===== config.mk =====
export PLATFORM = sky130hd
export DESIGN_NAME = hwrot_cmd_sequencer
export DESIGN_NICKNAME = d
export VERILOG_FILES = /design/src/rtl/hwrot_cmd_sequencer.sv
export SDC_FILE = /design/constraint.sdc
export NUM_CORES = 1
export LEC_CHECK = 0
export BUFFER_PORTS_ARGS = -buffer_cell sky130_fd_sc_hd__buf_4
export CELL_PAD_IN_SITES_DETAIL_PLACEMENT = 1
export CELL_PAD_IN_SITES_GLOBAL_PLACEMENT = 2
export CORE_MARGIN = 5
export CORE_UTILIZATION = 27
export CTS_CLUSTER_SIZE = 40
export DETAILED_ROUTE_END_ITERATION = 16
export HOLD_SLACK_MARGIN = 0.06
export PLACE_DENSITY = 0.87
export SLEW_MARGIN = 15
export SYNTH_ARGS = -nofsm -noshare
export SYNTH_HDL_FRONTEND = slang
export SYNTH_SLANG_ARGS = --single-unit

===== constraint.sdc =====
create_clock -name i_clk -period 7.5 [get_ports i_clk]
set_input_delay 1.5 -clock i_clk [delete_from_list [all_inputs] [get_ports i_clk]]
set_output_delay 1.5 -clock i_clk [all_outputs]
set_load 0.03 [all_outputs]

===== src/rtl/hwrot_cmd_sequencer.sv =====
// hwrot_cmd_sequencer: host command sequencer driving the HW-RoT crypto hub bus.
// Optional statistics counters are built only when HWROT_SEQ_STATS_EN is defined.

module hwrot_cmd_sequencer #(
   parameter int unsigned          WR_HOLD     = 1,
   parameter int unsigned          RD_LAT      = 2,
   parameter int unsigned          TIMEOUT_W   = 20,
   parameter logic [TIMEOUT_W-1:0] TIMEOUT_MAX = 20'hFFFFF
) (
   input  logic        i_clk,
   input  logic        i_rst,
   input  logic        i_cmd_valid,
   output logic        o_cmd_ready,
   input  logic [1:0]  i_cmd_type,
   input  logic [31:0] i_cmd_module,
   input  logic [31:0] i_cmd_ctrl,
   input  logic [63:0] i_cmd_add,
   input  logic [63:0] i_cmd_data,
   output logic        o_rsp_valid,
   input  logic        i_rsp_ready,
   output logic [63:0] o_rsp_data,
   output logic [1:0]  o_rsp_status,
   output logic [63:0] o_hw_data_in,
   output logic [63:0] o_hw_add,
   output logic [63:0] o_hw_control,
   input  logic [63:0] i_hw_data_out,
   input  logic [1:0]  i_hw_end_op,
   output logic        o_busy,
   output logic [15:0] o_stat_cmds,
   output logic [15:0] o_stat_tmo
);

   typedef enum logic [2:0] {
      S_IDLE    = 3'd0,
      S_ISSUE   = 3'd1,
      S_WAIT_RD = 3'd2,
      S_POLL    = 3'd3,
      S_RESP    = 3'd4
   } state_t;

   localparam logic [1:0] CMD_WRITE   = 2'b00;
   localparam logic [1:0] CMD_READ    = 2'b01;
   localparam logic [1:0] CMD_WAIT    = 2'b10;
   localparam logic [1:0] CMD_ILLEGAL = 2'b11;

   localparam logic [1:0] ST_OK      = 2'b00;
   localparam logic [1:0] ST_TIMEOUT = 2'b01;
   localparam logic [1:0] ST_NOMOD   = 2'b10;
   localparam logic [1:0] ST_ILLEGAL = 2'b11;

   localparam logic [1:0] END_DONE  = 2'b01;
   localparam logic [1:0] END_NOMOD = 2'b11;

   localparam logic [3:0] WR_LAST = 4'(WR_HOLD - 1);
   localparam logic [3:0] RD_LAST = 4'(RD_LAT - 1);

   state_t                 state_r, state_s;
   logic [1:0]             type_r, type_s;
   logic [3:0]             lat_cnt_r, lat_cnt_s;
   logic [TIMEOUT_W-1:0]   poll_cnt_r, poll_cnt_s, poll_inc_s;
   logic                   poll_done_s;
   logic                   accept_s;
   logic [63:0]            rsp_data_r, rsp_data_s;
   logic [1:0]             rsp_status_r, rsp_status_s;
   logic [63:0]            hw_data_in_r, hw_data_in_s;
   logic [63:0]            hw_add_r, hw_add_s;
   logic [63:0]            hw_control_r, hw_control_s;
   logic                   cmd_ready_r, rsp_valid_r, busy_r;

   assign accept_s    = i_cmd_valid && cmd_ready_r && (state_r == S_IDLE);
   assign poll_inc_s  = poll_cnt_r + TIMEOUT_W'(1);
   assign poll_done_s = (poll_inc_s == TIMEOUT_MAX);

   // State register
   always_ff @(posedge i_clk) begin
      if (i_rst) begin
         state_r <= S_IDLE;
      end else begin
         state_r <= state_s;
      end
   end

   // Next-state decode
   always_comb begin
      state_s = state_r;
      case (state_r)
         S_IDLE: begin
            if (accept_s) begin
               state_s = (i_cmd_type == CMD_ILLEGAL) ? S_RESP : S_ISSUE;
            end else begin
               state_s = S_IDLE;
            end
         end
         S_ISSUE: begin
            case (type_r)
               CMD_WRITE: state_s = (lat_cnt_r == WR_LAST) ? S_RESP : S_ISSUE;
               CMD_READ:  state_s = S_WAIT_RD;
               CMD_WAIT:  state_s = S_POLL;
               default:   state_s = S_RESP;
            endcase
         end
         S_WAIT_RD: begin
            if (lat_cnt_r == RD_LAST) begin
               state_s = S_RESP;
            end else begin
               state_s = S_WAIT_RD;
            end
         end
         S_POLL: begin
            if ((i_hw_end_op == END_DONE) || (i_hw_end_op == END_NOMOD) || poll_done_s) begin
               state_s = S_RESP;
            end else begin
               state_s = S_POLL;
            end
         end
         S_RESP: begin
            if (i_rsp_ready) begin
               state_s = S_IDLE;
            end else begin
               state_s = S_RESP;
            end
         end
         default: state_s = S_IDLE;
      endcase
   end

   // Next values of datapath and bus registers
   always_comb begin
      type_s       = type_r;
      lat_cnt_s    = lat_cnt_r;
      poll_cnt_s   = poll_cnt_r;
      rsp_data_s   = rsp_data_r;
      rsp_status_s = rsp_status_r;
      hw_data_in_s = hw_data_in_r;
      hw_add_s     = hw_add_r;
      hw_control_s = hw_control_r;
      case (state_r)
         S_IDLE: begin
            if (accept_s) begin
               type_s     = i_cmd_type;
               lat_cnt_s  = 4'd0;
               poll_cnt_s = '0;
               if (i_cmd_type == CMD_ILLEGAL) begin
                  rsp_data_s   = 64'h0;
                  rsp_status_s = ST_ILLEGAL;
               end else begin
                  // Bus is loaded at acceptance so it is visible during ISSUE
                  hw_data_in_s = i_cmd_data;
                  hw_add_s     = i_cmd_add;
                  hw_control_s = {i_cmd_module, i_cmd_ctrl};
               end
            end else begin
               type_s = type_r;
            end
         end
         S_ISSUE: begin
            if (type_r == CMD_WRITE) begin
               if (lat_cnt_r == WR_LAST) begin
                  rsp_data_s   = 64'h0;
                  rsp_status_s = ST_OK;
                  lat_cnt_s    = 4'd0;
               end else begin
                  lat_cnt_s = lat_cnt_r + 4'd1;
               end
            end else begin
               lat_cnt_s  = 4'd0;
               poll_cnt_s = '0;
            end
         end
         S_WAIT_RD: begin
            if (lat_cnt_r == RD_LAST) begin
               rsp_data_s   = i_hw_data_out;
               rsp_status_s = ST_OK;
            end else begin
               lat_cnt_s = lat_cnt_r + 4'd1;
            end
         end
         S_POLL: begin
            // Hub completion takes priority over the timeout on the same cycle
            if (i_hw_end_op == END_DONE) begin
               rsp_data_s   = i_hw_data_out;
               rsp_status_s = ST_OK;
            end else if (i_hw_end_op == END_NOMOD) begin
               rsp_data_s   = 64'h0;
               rsp_status_s = ST_NOMOD;
            end else if (poll_done_s) begin
               rsp_data_s   = 64'h0;
               rsp_status_s = ST_TIMEOUT;
            end else begin
               poll_cnt_s = poll_inc_s;
            end
         end
         S_RESP: begin
            if (i_rsp_ready) begin
               hw_control_s = {hw_control_r[63:32], 32'h0};
            end else begin
               hw_control_s = hw_control_r;
            end
         end
         default: begin
            type_s = type_r;
         end
      endcase
   end

   // Datapath and registered outputs
   always_ff @(posedge i_clk) begin
      if (i_rst) begin
         type_r       <= 2'b00;
         lat_cnt_r    <= 4'd0;
         poll_cnt_r   <= '0;
         rsp_data_r   <= 64'h0;
         rsp_status_r <= 2'b00;
         hw_data_in_r <= 64'h0;
         hw_add_r     <= 64'h0;
         hw_control_r <= 64'h0;
         cmd_ready_r  <= 1'b0;
         rsp_valid_r  <= 1'b0;
         busy_r       <= 1'b0;
      end else begin
         type_r       <= type_s;
         lat_cnt_r    <= lat_cnt_s;
         poll_cnt_r   <= poll_cnt_s;
         rsp_data_r   <= rsp_data_s;
         rsp_status_r <= rsp_status_s;
         hw_data_in_r <= hw_data_in_s;
         hw_add_r     <= hw_add_s;
         hw_control_r <= hw_control_s;
         cmd_ready_r  <= (state_s == S_IDLE);
         rsp_valid_r  <= (state_s == S_RESP);
         busy_r       <= (state_s != S_IDLE);
      end
   end

   assign o_cmd_ready  = cmd_ready_r;
   assign o_rsp_valid  = rsp_valid_r;
   assign o_rsp_data   = rsp_data_r;
   assign o_rsp_status = rsp_status_r;
   assign o_hw_data_in = hw_data_in_r;
   assign o_hw_add     = hw_add_r;
   assign o_hw_control = hw_control_r;
   assign o_busy       = busy_r;

`ifdef HWROT_SEQ_STATS_EN
   logic [15:0] stat_cmds_r;
   logic [15:0] stat_tmo_r;
   logic        rsp_fire_s;

   assign rsp_fire_s = (state_r == S_RESP) && i_rsp_ready;

   // Saturating response and timeout counters
   always_ff @(posedge i_clk) begin
      if (i_rst) begin
         stat_cmds_r <= 16'h0000;
         stat_tmo_r  <= 16'h0000;
      end else begin
         if (rsp_fire_s && (stat_cmds_r != 16'hFFFF)) begin
            stat_cmds_r <= stat_cmds_r + 16'd1;
         end
         if (rsp_fire_s && (rsp_status_r == ST_TIMEOUT) && (stat_tmo_r != 16'hFFFF)) begin
            stat_tmo_r <= stat_tmo_r + 16'd1;
         end
      end
   end

   assign o_stat_cmds = stat_cmds_r;
   assign o_stat_tmo  = stat_tmo_r;
`else
   assign o_stat_cmds = 16'h0000;
   assign o_stat_tmo  = 16'h0000;
`endif

endmodule


==> out/qor.csv, run 1 <==
metric,value,unit
register_area,0.00581,mm^2
p_per_area,240,mW/mm^2
drive_gt1_share,31.8,%
final_nets,2142,
crit_path_end_kind,flip-flop,
fin_tns_setup,0,ns
cts_root_buffer,clkbuf_16,
finalSetupViolCount,0,
wl_per_cell,18.4,um
crit_required,7.96,ns
rsz0062_at_grt,no,
detail-route-antenna-nets,0,
r2r-start,poll_cnt_r[0],
worst_pin_slew,1.17,ns
min_path_type,reg2reg,
synthFlopType,dfxtp_1,
ys_seq_area_share,49.8,%
cts.clk_slew.worst_paths,0.06,ns
whs,0.452,ns
min_period,3.91,ns
firstDrtPassIters,6,
r2r_setup_slack,3.97,ns
cts_tree,yes,
cp-startpoint,i_cmd_valid,
synth-seq-cells,290,
startpoint_type,input port,
viasPerCell,4.66,
cts_resized,0,
worstPathArrival,4.36,ns
gp_congestion,0.830,
min_period_over_period,52.1,%
final_cell_area,0.0171,mm^2
place_area,0.0159,mm^2
async_reset_ff_share,0,%
multi_input_area,0.00526,mm^2
first_iter_violations,606,
clock-sinks,290,
syn_avg_cell_area,8.29,um^2
dieArea,0.0475,mm^2
synth_top_area_share,49.8,%
dp_hpwl,33100,um
antenna_found_initial,4,
maxSlewHeadroom,21.8,%
numCtsBuffers,36,
num-fill-cells,5160,
yosysTopAreaCell,dfxtp_1,
cap_violations,0,
syn_inst,1408,
cts_buffer_depth,3,
timing.final.hold_violations,0,
track_usage,17.9,%
layout_commonest_cell,buf_4,
r2r-end,o_rsp_data[12],
yosys_warnings,0,
grt-ovfl-total,0,
holdCritStartpoint,o_hw_control[34],
grt_max_degree,101,
die_h,218,um
min_to,o_hw_control[34],
worst-path-max-fanout,99,
p_leak,0.00742,uW
core-area,0.0429,mm^2
synth_edf_count,0,
yosysUniqueCellTypes,62,
dr_total_vias,11600,
ir_worst_vdd,0.000125,V
slew_viol_final,0,
area_growth,46.4,%
status,completed,
drt-total-wl,45700,um
drc,0,
io_pins,557,
start_util,27.2,%
die_x,218,um
post-cts-setup-buffers,0,
fmax,0.256,GHz
crit_type,in2reg,
layout_common_cells,"buf_4 (529), nand2_1 (421), dfxtp_1 (290)",
worstHoldPathCells,2,
skew,0.0188,ns
row_count,76,
hold_buffers,0,
syn_area,0.0117,mm^2
reg2reg_depth,9,
portBuffers,524,
first_global_vias,11700,
synth.area.top_cells,"dfxtp_1 (50%), nand2_1 (14%), a21oi_1 (7.4%)",
clkLatencyLatePin,0.54,ns
cts_max_level,2,
grt_pass1_wl,68100,um
registers in the layout, indices dropped and copies added, names as in the netlist:
register / count
o_rsp_data: 64
poll_cnt_r: 20
o_rsp_status: 2
o_cmd_ready: 1
state_r: 3
o_hw_data_in: 64
type_r: 2
o_hw_control: 64
o_rsp_valid: 1
o_hw_add: 64
lat_cnt_r: 4
o_busy: 1
cell usage after synthesis, types with 4 or more instances:
library cell / count
buf_2: 8
and3_1: 4
xnor2_1: 5
o211ai_1: 10
clkbuf_1: 86
nand2b_1: 67
and2_1: 4
buf_4: 36
xor2_1: 4
ha_1: 6
o31ai_1: 6
inv_1: 14
or4_1: 5
nand4_1: 9
nor2_1: 53
mux2i_1: 67
buf_6: 5
nand2_1: 422
o21ai_0: 9
dfxtp_1: 290
a22oi_1: 32
a31oi_1: 7
nor4_1: 5
nand3_1: 23
nor3_1: 6
a21oi_1: 172
through the flow:
stage,power (uW),cells,worst slack (ns),util (%)
after floorplan,2070,1439,4.30,-
after global placement,2340,2419,3.20,37.0
after detailed placement,2350,2419,3.09,37.0
after CTS,4170,2485,3.68,39.8
after global routing,4290,2485,3.43,39.8
final,4100,2487,3.59,39.8
final cells by class:
class | count | share of cell area (%)
flip-flops and latches | 290 | 34.0
multi-input cells | 999 | 30.8
repair buffers | 531 | 23.5
clock buffers | 53 | 6.24
well taps | 585 | 4.29
clock inverters | 13 | 0.901
inverters | 14 | 0.308
diodes | 2 | 0.0293
logic make-up after synthesis:
kind of cell	share of synthesized area, %
compound gates	13.3
xor+xnor	0.676
fa+ha+maj	0.643
buf+inv	6.39
flops	49.8
mux	5.75
other cells	0.0321
simple gates	23.4
worst max path at each step:
stage,to,slack [ns],cells past startpoint
after CTS,o_hw_control[14],3.68,7
after global placement,o_hw_add[61],3.20,7
after detailed placement,o_hw_control[17],3.09,7
after global routing,o_hw_control[17],3.43,7
after floorplan,o_hw_control[21],4.30,8
final,o_hw_control[8],3.59,7
layer usage:
layer | vias up | wire, um | share of wire [%] | GRT usage, %
met2 | 375 | 22400 | 49 | 30.9
met3 | 75 | 3910 | 8.6 | 6.58
met1 | 5573 | 18000 | 39 | 20.8
met5 | - | 21 | 0.046 | 0
li1 | 5562 | - | - | -
met4 | 4 | 1340 | 2.9 | 5.38
report_power, final:
| group | internal [uW] | switching [uW] |
|---|---|---|
| logic | 257 | 402 |
| clock network | 1090 | 695 |
| registers | 1610 | 42.1 |
critical path, stage by stage:
cell     delay, ns
buf_4         0.10
nand2_1       0.08
nor4_1        0.80
and2_4        0.97
buf_12        0.43
a22oi_1       0.17
nor2_1        0.12
No activity file was read; power rests on OpenSTA's default activity.
==> run 2, diff against run 1 <==
- ABC_AREA: unset -> 1
- CORE_UTILIZATION: 27 -> 24
- PLACE_DENSITY: 0.87 -> 0.81
- clock period: 7.5 -> 3.9 ns (I/O delays scaled with it)
==> run 2 against run 1 <==
  * Sequential share of layout area is 1.3 points lower
  * First-iteration DRC count is 2.1% higher
  * Flip-flop and latch count stayed put
  * Via count is 9.6% higher
  * Count of clock-buffer cells in the layout is 2 lower
  * Die area is 16% higher
  * Register-to-register slack worse by 3.2 ns
  * Hold slack hardly changed
  * Cell count is 14% higher
  * Synthesized cell count is 19% higher
  * Largest cell class unchanged
  * Highest routed layer unchanged
==> out/qor.csv, run 2 <==
metric,value,unit,change
p_leak,0.00802,uW,+8.2%
core-area,0.0500,mm^2,+17%
switching_share,33.3,%,+5.5 points
final_cell_area,0.0178,mm^2,+4.1%
crit_type,reg2reg,,
antenna_found_initial,4,,unchanged
worst-path-max-fanout,77,,-22%
first_iter_violations,619,,+2.1%
synth_common_cells,"nor2_1 (381), nand2_1 (357), dfxtp_1 (290)",,
pwr-share-comb,25.9,%,+9.8 points
syn_inst,1672,,+19%
wl_per_cell,17.7,um,-3.7%
synth_edf_count,0,,unchanged
area_growth,47.2,%,
p_int,6610,uW,+120%
n_antenna_cell,0,,-2
viasPerCell,4.48,,-3.9%
yosys_warnings,0,,unchanged
synth_top_family_by_area,simple AND/OR/NAND/NOR gates,,
synthFlopType,dfxtp_1,,
final_nets,2406,,+12%
min_period,3.12,ns,
maxSlewHeadroom,24.6,%,+2.9 points
skew,0.0227,ns,+0.00391 ns
finalPower,9910,uW,+140%
cap_violations,0,,unchanged
async_reset_ff_share,0,%,unchanged
track_usage,17.0,%,-0.88 points
synth.area.mux_share,0,%,-5.7 points
timing.final.hold_violations,0,,unchanged
clkLatencyLatePin,0.55,ns,about the same
synth_top_area_share,48.1,%,-1.7 points
dr_total_vias,12700,,+9.6%
portBuffers,524,,unchanged
slew_viol_final,0,,unchanged
dp_hpwl,36500,um,+10%
hold_buffers,0,,unchanged
synth-seq-cells,290,,unchanged
syn_area,0.0121,mm^2,+3.5%
cts.clk_slew.worst_paths,0.06,ns,about the same
drc,0,,unchanged
startpoint_type,flip-flop,,
drive_gt1_share,30.6,%,-1.2 points
rsz0062_at_grt,no,,
first_global_vias,12800,,+9.2%
firstDrtPassIters,4,,-2
die_h,234,um,+7.5%
ys_seq_area_share,48.1,%,-1.7 points
synth_compound_area_share,14.0,%,+0.71 points
cts_tree,yes,,
synth_simple_gate_area_share,28.8,%,+5.4 points
crit_required,4.35,ns,-3.61 ns
finalSetupViolCount,0,,unchanged
yosysUniqueCellTypes,35,,-44%
synthAdderAreaFrac,0.622,%,-0.022 points
crit_path_end_kind,flip-flop,,
detail-route-antenna-nets,0,,unchanged
grt_max_degree,133,,+32%
post-cts-setup-buffers,0,,unchanged
drt-total-wl,50100,um,+9.8%
io_pins,557,,unchanged
die_x,234,um,+7.5%
clock-sinks,290,,unchanged
yosysTopAreaCell,dfxtp_1,,
grt-ovfl-total,0,,unchanged
status,completed,,
grt_pass1_wl,73900,um,+8.6%
cts_max_level,2,,unchanged
p_per_area,557,mW/mm^2,+130%
worst_pin_slew,1.13,ns,-0.0429 ns
synth.most_common_cell,nor2_1,,
start_util,24.2,%,-3.0 points
multi_input_area,0.00548,mm^2,+4.2%
layout_common_cells,"buf_4 (536), nor2_1 (380), nand2_1 (357)",,
gp_congestion,0.795,,-4.3%
place_area,0.0164,mm^2,+3.6%
syn_avg_cell_area,7.22,um^2,-13%
min_period_over_period,80.1,%,
ir_worst_vdd,0.000327,V,+160%
fin_tns_setup,0,ns,unchanged
dieArea,0.0549,mm^2,+16%
power.clock.fraction,37.9,%,-5.7 points
final_util,35.6,%,-4.2 points
layout_commonest_cell,buf_4,,
power_frac_seq,36.2,%,-4.1 points
p_sw,3300,uW,+190%
cts_resized,0,,unchanged
numCtsBuffers,38,,+5.6%
fmax,0.320,GHz,
synth_xor_area_share,0.435,%,-0.24 points
row_count,82,,+7.9%
min_path_type,in2reg,,
register_area,0.00581,mm^2,unchanged
synth.area.top_cells,"dfxtp_1 (48%), nor2_1 (12%), nand2_1 (11%)",,
num-fill-cells,6186,,+20%
worstPathArrival,3.57,ns,-0.79 ns
cts_buffer_depth,3,,unchanged
cts_root_buffer,clkbuf_16,,
run 2: per-layer routing:
layer  track usage, %  vias to the layer above  routed length [um]
met2             29.3                      372               24300
met4             5.77                        8                1740
li1                 -                     6234                   -
met5                0                        -                  55
met3             7.02                       92                4770
met1             19.0                     5993               19300
run 2: kinds of logic (layout without fill, tap and decap cells):
| logic type | Yosys count | after routing |
|---|---|---|
| flip-flops | 290 | 290 |
| AND/OR/NAND/NOR | 870 | 870 |
| buffers and inverters | 193 | 654 |
| other | 1 | 32 |
| AO/OA/AOI/OAI | 306 | 306 |
| XOR/XNOR | 6 | 6 |
| adder cells (fa/ha/maj) | 6 | 6 |
run 2: worst paths after layout:
check	from	slack, ns	end	cells past startpoint
setup / recovery	poll_cnt_r[1]	0.78	o_rsp_data[60]	15
setup reg to reg	poll_cnt_r[1]	0.78	o_rsp_data[60]	15
hold reg to reg	o_hw_control[40]	0.46	o_hw_control[40]	2
hold / removal	i_cmd_data[9]	0.45	o_hw_data_in[9]	3
run 2: area by class of cell:
class | instances | share of cell area (%)
sequential | 290 | 32.7
multi-input combinational | 1220 | 30.8
timing repair buffer | 541 | 23.2
clock buffer | 51 | 6.25
tap | 672 | 4.73
clock inverter | 17 | 1.39
inverter | 45 | 0.992
run 2: power by group through the flow:
stage / sequential, uW / combinational, uW / clock, uW
final: 3580 / 2570 / 3750
after global routing: 3630 / 2790 / 3990
after CTS: 3590 / 2610 / 3890
after detailed placement: 3640 / 2600 / 0
after global placement: 3630 / 2550 / 0
after floorplan: 4190 / 1000 / 0
run 2: critical path, stage by stage, from the launching register on:
cell and delay (ns):
dfxtp_1 0.41, ha_1 0.26, nand3_1 0.21, inv_2 0.14, nand3b_1 0.10, nor2_1 0.10, nand2_1 0.06, nand2_1 0.09
nand2_1 0.06, nor2_1 0.13, nand3_1 0.14, nand2_4 0.68, buf_4 0.38, nand3_1 0.11, nand2_1 0.09, nor2_1 0.04
run 2: stage by stage:
step                      hold WS (ns)  cells  setup slack, ns
after global placement           0.447   2768            0.862
after floorplan                  0.450   1703             1.80
after detailed placement         0.456   2768            0.757
final                            0.452   2836            0.777
after global routing             0.428   2836            0.417
after CTS                        0.406   2836            0.761
